<file path="config.mk">
export PLATFORM = sky130hd
export DESIGN_NAME = uart_loader_flat
export DESIGN_NICKNAME = d
export VERILOG_FILES = /design/src/rtl/uart_loader_if.sv /design/src/rtl/uart_loader.sv /design/src/flat_wrapper.sv
export SDC_FILE = /design/constraint.sdc
export NUM_CORES = 1
export LEC_CHECK = 0
export ABC_AREA = 1
export CAP_MARGIN = 20
export CORE_MARGIN = 2
export CORE_UTILIZATION = 45
export CTS_CLUSTER_SIZE = 40
export DETAILED_ROUTE_END_ITERATION = 16
export DONT_BUFFER_PORTS = 1
export MAX_ROUTING_LAYER = met4
export SLEW_MARGIN = 20
export SYNTH_ARGS = -nofsm -noshare
export SYNTH_HDL_FRONTEND = slang
export SYNTH_SLANG_ARGS = --single-unit
export TNS_END_PERCENT = 30
</file>
<file path="constraint.sdc">
create_clock -name clk -period 3.2 [get_ports clk]
set_input_delay 0.64 -clock clk [delete_from_list [all_inputs] [get_ports clk]]
set_output_delay 0.64 -clock clk [all_outputs]
set_load 0.1 [all_outputs]
</file>
<file path="src/rtl/uart_loader_if.sv">
// -----------------------------------------------------------------------------
// uart_loader_if
// Bundles the byte stream coming from the uart receiver and the word-write
// bus going to core memory, plus the frame status outputs of uart_loader.
//
//   rx_re     uart receive-complete level (a new byte on its rising edge)
//   rx_data   received byte, valid while rx_re is high
//   mem_we    one-cycle memory write strobe
//   mem_addr  word address of the write
//   mem_data  write data
//   busy      loader is inside a frame
//   done      one-cycle pulse at the end of every frame
//   error     status of the last frame, valid with done
//
// Modports:
//   master  - the loader: consumes rx_*, drives memory bus and status
//   slave   - the environment: drives rx_*, observes memory bus and status
// -----------------------------------------------------------------------------
interface uart_loader_if #(
   parameter int DATA_WIDTH = 32,
   parameter int ADDR_WIDTH = 16
);
   logic                  rx_re;
   logic [7:0]            rx_data;
   logic                  mem_we;
   logic [ADDR_WIDTH-1:0] mem_addr;
   logic [DATA_WIDTH-1:0] mem_data;
   logic                  busy;
   logic                  done;
   logic                  error;

   modport master (
      input  rx_re,
      input  rx_data,
      output mem_we,
      output mem_addr,
      output mem_data,
      output busy,
      output done,
      output error
   );

   modport slave (
      output rx_re,
      output rx_data,
      input  mem_we,
      input  mem_addr,
      input  mem_data,
      input  busy,
      input  done,
      input  error
   );
endinterface

</file>
<file path="src/rtl/uart_loader.sv">
// -----------------------------------------------------------------------------
// uart_loader
// Decodes the host download protocol from a stream of received uart bytes and
// turns each frame into word writes to core memory.
//
// Frame: SYNC, ADDR (ADDR_BYTES, LSB first), LEN (words-1),
//        (LEN+1)*WORD_BYTES data bytes (LSB first), SUM.
// SUM is the 8-bit wrap-around sum of every byte after SYNC up to the last
// data byte. Words are written as they complete; a bad SUM only flags the
// frame through error, it does not undo writes.
//
// Ports:
//   clk    clock
//   reset  asynchronous, active-low reset
//   bus    uart_loader_if.master (rx_re/rx_data in; mem_we/mem_addr/mem_data,
//          busy, done, error out)
// -----------------------------------------------------------------------------
module uart_loader #(
   parameter int         DATA_WIDTH = 32,
   parameter int         ADDR_WIDTH = 16,
   parameter logic [7:0] SYNC_BYTE  = 8'h55,
   parameter int         TIMEOUT    = 5000000
) (
   input  logic            clk,
   input  logic            reset,
   uart_loader_if.master   bus
);

   localparam int WORD_BYTES = DATA_WIDTH / 8;
   localparam int ADDR_BYTES = (ADDR_WIDTH + 7) / 8;
   localparam int MAX_BYTES  = (WORD_BYTES > ADDR_BYTES) ? WORD_BYTES : ADDR_BYTES;
   localparam int BCNT_W     = $clog2(MAX_BYTES + 1);
   localparam int TMR_W      = $clog2(TIMEOUT + 1);

   localparam logic [BCNT_W-1:0] ADDR_LAST = BCNT_W'(ADDR_BYTES - 1);
   localparam logic [BCNT_W-1:0] WORD_LAST = BCNT_W'(WORD_BYTES - 1);
   localparam logic [TMR_W-1:0]  TMR_LAST  = TMR_W'(TIMEOUT - 1);

   localparam logic [2:0] ST_IDLE = 3'd0;
   localparam logic [2:0] ST_ADDR = 3'd1;
   localparam logic [2:0] ST_LEN  = 3'd2;
   localparam logic [2:0] ST_DATA = 3'd3;
   localparam logic [2:0] ST_SUM  = 3'd4;

   logic [2:0]              state_q,    state_d;
   logic                    rx_re_q;
   logic [BCNT_W-1:0]       byte_cnt_q, byte_cnt_d;
   logic [ADDR_BYTES*8-1:0] addr_buf_q, addr_buf_d;
   logic [ADDR_WIDTH-1:0]   base_q,     base_d;
   logic [7:0]              word_cnt_q, word_cnt_d;
   logic [ADDR_WIDTH-1:0]   word_idx_q, word_idx_d;
   logic [DATA_WIDTH-1:0]   word_buf_q, word_buf_d;
   logic [7:0]              sum_q,      sum_d;
   logic [TMR_W-1:0]        timer_q,    timer_d;
   logic                    mem_we_q,   mem_we_d;
   logic [ADDR_WIDTH-1:0]   mem_addr_q, mem_addr_d;
   logic [DATA_WIDTH-1:0]   mem_data_q, mem_data_d;
   logic                    done_q,     done_d;
   logic                    error_q,    error_d;

   logic strobe;

   // A byte is new only on the rising edge of the receive-complete level.
   assign strobe = bus.rx_re & ~rx_re_q;

   always_comb begin
      state_d    = state_q;
      byte_cnt_d = byte_cnt_q;
      addr_buf_d = addr_buf_q;
      base_d     = base_q;
      word_cnt_d = word_cnt_q;
      word_idx_d = word_idx_q;
      word_buf_d = word_buf_q;
      sum_d      = sum_q;
      timer_d    = timer_q;
      mem_we_d   = 1'b0;
      mem_addr_d = mem_addr_q;
      mem_data_d = mem_data_q;
      done_d     = 1'b0;
      error_d    = error_q;

      // Inter-byte watchdog: restarts on every accepted byte inside a frame.
      if (state_q != ST_IDLE) begin
         timer_d = strobe ? '0 : timer_q + TMR_W'(1);
      end

      case (state_q)
         ST_IDLE: begin
            if (strobe && (bus.rx_data == SYNC_BYTE)) begin
               state_d    = ST_ADDR;
               sum_d      = 8'h00;
               error_d    = 1'b0;
               byte_cnt_d = '0;
               timer_d    = '0;
            end
         end

         ST_ADDR: begin
            if (strobe) begin
               sum_d = sum_q + bus.rx_data;
               for (int i = 0; i < ADDR_BYTES; i++) begin
                  if (byte_cnt_q == BCNT_W'(i)) begin
                     addr_buf_d[i*8 +: 8] = bus.rx_data;
                  end
               end
               if (byte_cnt_q == ADDR_LAST) begin
                  // Any address bits beyond ADDR_WIDTH are dropped here.
                  base_d     = addr_buf_d[ADDR_WIDTH-1:0];
                  byte_cnt_d = '0;
                  state_d    = ST_LEN;
               end else begin
                  byte_cnt_d = byte_cnt_q + BCNT_W'(1);
               end
            end
         end

         ST_LEN: begin
            if (strobe) begin
               sum_d      = sum_q + bus.rx_data;
               word_cnt_d = bus.rx_data;
               word_idx_d = '0;
               byte_cnt_d = '0;
               state_d    = ST_DATA;
            end
         end

         ST_DATA: begin
            if (strobe) begin
               sum_d = sum_q + bus.rx_data;
               for (int i = 0; i < WORD_BYTES; i++) begin
                  if (byte_cnt_q == BCNT_W'(i)) begin
                     word_buf_d[i*8 +: 8] = bus.rx_data;
                  end
               end
               if (byte_cnt_q == WORD_LAST) begin
                  // Word complete: issue the write; address wraps naturally.
                  mem_we_d   = 1'b1;
                  mem_data_d = word_buf_d;
                  mem_addr_d = base_q + word_idx_q;
                  word_idx_d = word_idx_q + ADDR_WIDTH'(1);
                  byte_cnt_d = '0;
                  if (word_cnt_q == 8'h00) begin
                     state_d = ST_SUM;
                  end else begin
                     word_cnt_d = word_cnt_q - 8'h01;
                  end
               end else begin
                  byte_cnt_d = byte_cnt_q + BCNT_W'(1);
               end
            end
         end

         ST_SUM: begin
            if (strobe) begin
               done_d  = 1'b1;
               error_d = (bus.rx_data != sum_q);
               state_d = ST_IDLE;
            end
         end

         default: begin
            state_d = ST_IDLE;
         end
      endcase

      // Watchdog expiry abandons the frame; any partial word is simply never
      // written because the byte counter restarts with the next frame.
      if ((state_q != ST_IDLE) && !strobe && (timer_q == TMR_LAST)) begin
         state_d = ST_IDLE;
         done_d  = 1'b1;
         error_d = 1'b1;
      end
   end

   always_ff @(posedge clk or negedge reset) begin
      if (!reset) begin
         state_q    <= ST_IDLE;
         // Preset high so a level that is already high when reset releases
         // does not look like a fresh byte.
         rx_re_q    <= 1'b1;
         byte_cnt_q <= '0;
         addr_buf_q <= '0;
         base_q     <= '0;
         word_cnt_q <= '0;
         word_idx_q <= '0;
         word_buf_q <= '0;
         sum_q      <= '0;
         timer_q    <= '0;
         mem_we_q   <= 1'b0;
         mem_addr_q <= '0;
         mem_data_q <= '0;
         done_q     <= 1'b0;
         error_q    <= 1'b0;
      end else begin
         state_q    <= state_d;
         rx_re_q    <= bus.rx_re;
         byte_cnt_q <= byte_cnt_d;
         addr_buf_q <= addr_buf_d;
         base_q     <= base_d;
         word_cnt_q <= word_cnt_d;
         word_idx_q <= word_idx_d;
         word_buf_q <= word_buf_d;
         sum_q      <= sum_d;
         timer_q    <= timer_d;
         mem_we_q   <= mem_we_d;
         mem_addr_q <= mem_addr_d;
         mem_data_q <= mem_data_d;
         done_q     <= done_d;
         error_q    <= error_d;
      end
   end

   assign bus.mem_we   = mem_we_q;
   assign bus.mem_addr = mem_addr_q;
   assign bus.mem_data = mem_data_q;
   assign bus.busy     = (state_q != ST_IDLE);
   assign bus.done     = done_q;
   assign bus.error    = error_q;

endmodule

</file>
<file path="src/flat_wrapper.sv">
// flat-port wrapper written by rule: the top's interface ports become plain ports
module uart_loader_flat 
#(
   parameter int         DATA_WIDTH = 32,
   parameter int         ADDR_WIDTH = 16,
   parameter logic [7:0] SYNC_BYTE  = 8'h55,
   parameter int         TIMEOUT    = 5000000
)
  (clk, reset, bus_rx_re, bus_rx_data, bus_mem_we, bus_mem_addr, bus_mem_data, bus_busy, bus_done, bus_error);
  uart_loader_if #(.DATA_WIDTH(DATA_WIDTH), .ADDR_WIDTH(ADDR_WIDTH)) bus_i ();
  input  logic clk;
  input  logic reset;
  input wire logic [$bits(bus_i.rx_re)-1:0] bus_rx_re;
  input wire logic [$bits(bus_i.rx_data)-1:0] bus_rx_data;
  output wire logic [$bits(bus_i.mem_we)-1:0] bus_mem_we;
  output wire logic [$bits(bus_i.mem_addr)-1:0] bus_mem_addr;
  output wire logic [$bits(bus_i.mem_data)-1:0] bus_mem_data;
  output wire logic [$bits(bus_i.busy)-1:0] bus_busy;
  output wire logic [$bits(bus_i.done)-1:0] bus_done;
  output wire logic [$bits(bus_i.error)-1:0] bus_error;
  assign bus_i.rx_re = bus_rx_re;
  assign bus_i.rx_data = bus_rx_data;
  assign bus_mem_we = bus_i.mem_we;
  assign bus_mem_addr = bus_i.mem_addr;
  assign bus_mem_data = bus_i.mem_data;
  assign bus_busy = bus_i.busy;
  assign bus_done = bus_i.done;
  assign bus_error = bus_i.error;
  uart_loader #(.DATA_WIDTH(DATA_WIDTH), .ADDR_WIDTH(ADDR_WIDTH), .SYNC_BYTE(SYNC_BYTE), .TIMEOUT(TIMEOUT)) u_core (.clk(clk), .reset(reset), .bus(bus_i));
endmodule
</file>
* Word-level counts from Yosys, hierarchy flattened *
Cells that the tools add are included.

cells by class
  reduce and logical (&&, ||, !) cells = 23
  $add $sub $neg = 6
  bitwise gates (word level) = 2
  mux-type cells = 48
  equal/unequal tests = 25

operator list
  operator                                                number
  two-way mux 8 bit                                       12
  two-way mux 23 bit                                      4
  two-way mux 16 bit                                      3
  two-way mux 3 bit                                       14
  case mux 16 bit (2 select lines)                        1
  case mux 8 bit (2 select lines)                         2
  inequality test 3 x 1 -> 1 bit (second input constant)  8
  adder 23 x 1 -> 23 bit (second input constant)          1
  equality test 23 bit (second input constant)            1
  adder 16 x 1 -> 16 bit (second input constant)          1
  adder 16 bit                                            1
  case mux 3 bit (5 select lines)                         1
  equality test 3 x 2 -> 1 bit (second input constant)    4
  inequality test 2 x 1 -> 1 bit (second input constant)  6
  case mux 3 bit (4 select lines)                         1
  AND reduction 3 bit                                     4
  AND reduction 5 bit                                     2
  two-way mux 1 bit                                       9
  adder 8 bit                                             1
  equality test 8 x 7 -> 1 bit (second input constant)    1
  logical NOT 8 bit                                       1
  inequality test 8 bit                                   1
  AND reduction 8 bit                                     1
  subtractor 8 x 1 -> 8 bit (second input constant)       1
  16 further kinds                                        23

word-level totals
  input bits = 11
  output and inout port bits = 52
  register bits = 177
  logic and storage cells = 119

* Longest topological paths before layout *
  word-level depth = 7
  depth in mapped cells = 11
  depth with buffers taken out = 11

* Least setup slack after synthesis *
OpenSTA, ideal clock, no wires.

  kind = register -> register
  start = register u_core.state_q[0]
  end = register u_core.timer_q[1]
  clock period less this slack = 1.973 ns
  arrival time = 1.852 ns
  cell stages (with the launch flop) = 9
  library setup time = 0.121 ns
  setup slack = 1.227 ns
  buffers on the path = 2
  path through = dfrtp_1 -> nor2_2 -> nand2_2 -> nand2_1 -> inv_2 -> buf_4 -> buf_2 -> a22oi_1 -> inv_1

on the way
  word-level cells in the longest chain between the ends = 4
  elaborated cells between the ends (all ways) = 5

ends and longest elaborated chain
  what                      line                text
  start: declaration        uart_loader.sv:45   logic [2:0] state_q, state_d;
  start signal: assignment  uart_loader.sv:195  state_q <= state_d;
  nonzero test 3 bit *      -
  via bus_busy              flat_wrapper.sv:18  output wire logic [$bits(bus_i.busy)-1:0] bus_busy;
  two-way mux 23 bit *      uart_loader.sv:83   if (state_q != ST_IDLE) begin
  two-way mux 23 bit        uart_loader.sv:89   if (strobe && (bus.rx_data == SYNC_BYTE)) begin
  two-way mux 23 bit *      uart_loader.sv:87   case (state_q)
  via u_core.timer_d[1]     uart_loader.sv:54   logic [TMR_W-1:0] timer_q, timer_d;
  end signal: assignment    uart_loader.sv:204  timer_q <= timer_d;
  end: declaration          uart_loader.sv:54

The timed path passes the listed nets; every way through them passes the cells marked *.
A chain may end at the register's enable or synchronous reset.

* Worst setup path in the final report *
  start = register u_core.byte_cnt_q[0]
  end = register u_core.word_idx_q[13]

on the way
  word-level cells in the longest chain between the ends = 3

ends and longest elaborated chain
  what                                      line                text
  start: declaration                        uart_loader.sv:47   logic [BCNT_W-1:0] byte_cnt_q, byte_cnt_d;
  start signal: assignment                  uart_loader.sv:197  byte_cnt_q <= byte_cnt_d;
  equality test 3 x 2 -> 1 bit              uart_loader.sv:135  if (byte_cnt_q == WORD_LAST) begin
  inequality test 2 x 1 -> 1 bit (no line)  -
  AND reduction 4 bit (no line)             -
  end signal: assignment                    uart_loader.sv:201  word_idx_q <= word_idx_d;
  end: declaration                          uart_loader.sv:51   logic [ADDR_WIDTH-1:0] word_idx_q, word_idx_d;

Every way passes these cells.

==> results.cfg <==
[sta]
fin_skew_ps = 14.45
fin_crit_ps = 2368
final_hold_viol_count = 160
min_period_over_period = 0.7400
setup-tns-final_ps = 0
grt_setup_unrepaired = no
relSlewSlack = 0.3753
fmax_mhz = 422.3
slew_violations = 0
setup_viol = 0
hold_ws_ps = -109.5
tightest_slew_ps = 937.1

[clocking]
cts-root-buf = clkbuf_16
cts_buffer_depth = 2
clkSlewWorstSetupHoldPaths_ps = 70
cts_tree = built
cts_sinks = 161
htree_levels = 4
insertion_delay_ps = 440
cts_made_buffers = 17

[power_and_ir_drop]
p_per_area_mw_per_mm2 = 776.1
peakVddDrop_mv = 0.4731
p_total_mw = 7.583
p_leak_nw = 5.030

[setup_path]
critPathMostFrequentCell = ha_1
cpPeakStageDelay_ps = 410
cp_max_fo = 20
reg2reg_to = u_core.word_idx_q[13]
regToRegSetupSlack_ps = 830
cp_slowest_cell = dfrtp_1
path_delay_family = simple AND/OR/NAND/NOR gates
path_class = reg -> reg
cp.arrival_ps = 2660
cp.required_ps = 3490
reg2reg_from = u_core.byte_cnt_q[0]
crit_chain = ha_1 -> ha_1 -> nor3_1 -> nor2_1 -> nand2_1 -> inv_1 -> nand4_1 -> o21ai_0
critPathCaptureType = flip-flop
crit_buf_inv = 1
worst-path-stages = 8
critPathLaunch = u_core.byte_cnt_q[0]
crit_path_end = u_core.word_idx_q[13]
rr_worst_depth = 8
startpoint_type = flip-flop

[worst_hold_path]
worstHoldPathType = in -> async

[drt]
drt_iter0_drc = 517
drt_wl_total_mm = 21.40
vias_per_cell = 5.074
routedWlPerCell_um = 14.31
dr.pass1.iters = 5
vias = 7591
drc = 0
postRouteAntennaNets = 0

[logic_synthesis]
syn_nets = 1271
ys_types = 43
synth-edff-count = 0
postSynthAreaPerCell_um2 = 7.305
synth_seq_cells = 161
ys_async_sr_fraction = 1.000
seq_area_frac_synth = 0.4500
synthCells = 1226
yosys_warnings = 0
ys_top_cells_by_area = dfrtp_1 (45%), nand2_1 (20%), o21ai_0 (5.8%), inv_1 (5.3%), ha_1 (4.5%)
synth.largest_area_cell = dfrtp_1
netlist_area_mm2 = 0.008956
yosys.area.top_type_share = 0.4471
synth_flop_cell = dfrtp_1

[outcome]
status = finished with violations
violations = hold timing

[floorplanning]
die_x_um = 145.1
rows = 51
core_area_mm2 = 0.01953
die_h_um = 145.1
die_area_mm2 = 0.02105
floorplan.initialDensity = 0.4587
pin_count = 63

[global_route]
grt_pass1_wl_mm = 35.98
antenna_found_initial = 0
overflow = 0
grt_max_degree = 162
track_usage = 0.2152
grt_pass1_vias = 7134

[cells_and_area]
layout_commonest_cell = nand2_1
final_area_mm2 = 0.009771
area_growth_pct = 9.095
layout_common_cells = nand2_1 (472), dfrtp_1 (160), inv_1 (126), o21ai_0 (104), nor2_1 (93)
diodes = 0
layout-drive-gt1-share = 0.05361
fin_nets = 1263

[placement]
dp_hpwl_mm = 14.91
place.gp.congestion = 0.8712
portBuffers = 0
placed_area_mm2 = 0.009180

[job]
maxCapViolCount = 0
==> registers in the layout, summed over array words and instances, names as in the netlist, 8 cells and up <==
name / count
u_core.addr_buf_q: 8
u_core.base_q: 16
u_core.bus.mem_addr: 16
u_core.bus.mem_data: 32
u_core.sum_q: 8
u_core.timer_q: 23
u_core.word_buf_q: 24
u_core.word_cnt_q: 8
u_core.word_idx_q: 16
==> stage by stage <==
step | cells | setup WS [ps] | util
6_report | 1496 | 832.1 | 0.5004
5_1_grt | 1496 | 577.9 | 0.5004
4_1_cts | 1496 | 840.3 | 0.5004
2_1_floorplan | 1226 | 1228 | -
3_5_place_dp | 1464 | 840.3 | 0.4701
3_3_place_gp | 1464 | 933.2 | 0.4701
==> cell usage after synthesis, types with 4 or more instances <==
library cell	n
xnor2_1	5
a21oi_1	28
nor2_1	94
xor2_1	8
inv_1	126
or2_2	11
o21ai_1	6
buf_2	18
nand3_1	60
inv_2	4
nand4_1	27
and2_1	4
nand3b_1	5
dfrtp_1	160
nand2_1	472
ha_1	32
nor3_1	16
o21ai_0	104
clkbuf_1	11
==> metal layers <==
metal | up-vias | GRT usage | wire [µm]
li1 | 3898 | - | -
met4 | 0 | 0.05588 | 182
met3 | 13 | 0.04088 | 911
met2 | 136 | 0.3317 | 9664
met5 | - | - | 0
met1 | 3544 | 0.2945 | 10640
==> kinds of logic (layout without fill, tap and decap cells) <==
| logic type | count (synthesis) | in the layout | share of synthesized area |
|---|---|---|---|
| AO/OA/AOI/OAI | 155 | 155 | 0.09235 |
| XOR/XNOR | 13 | 13 | 0.01271 |
| adder cells (fa/ha/maj) | 34 | 34 | 0.04918 |
| buffers and inverters | 163 | 168 | 0.07181 |
| flip-flops | 161 | 161 | 0.4500 |
| AND/OR/NAND/NOR | 700 | 700 | 0.3240 |
==> worst register-to-register path, cell delays in order, from the launching register on <==
cell	delay, ps
dfrtp_1	410
ha_1	230
ha_1	220
nor3_1	260
nor2_1	90
nand2_1	320
inv_1	390
nand4_1	210
o21ai_0	90
==> timing repair <==
item	in CTS	in global routing
resized for setup	0	0
buffers inserted	0	0
endpoints found under the hold margin	160	160
==> how the worst min path moves through the flow <==
stage | end | slack, ps
2_1_floorplan | u_core.addr_buf_q[0] | 340
3_3_place_gp | u_core.bus.mem_addr[14] | 350
3_5_place_dp | u_core.bus.mem_data[1] | 350
4_1_cts | u_core.bus.mem_data[1] | -120
5_1_grt | u_core.bus.mem_addr[13] | -130
6_report | u_core.bus.mem_addr[14] | -110
==> report_power, final <==
part / switching, mW / internal, mW
clock network: 0.984 / 1.04
registers: 0.738 / 2.46
logic: 1.62 / 0.741
==> area by class of cell <==
cell class | count | area [µm²]
clock buffers | 17 | 425.4
flip-flops and latches | 161 | 4030
repair buffers | 6 | 45.04
inverters | 130 | 488.0
fillers | 1963 | 9756
clock inverters | 15 | 165.2
multi-input cells | 902 | 4285
well taps | 265 | 331.6
Note: power is estimated with default switching activity, not from simulation.
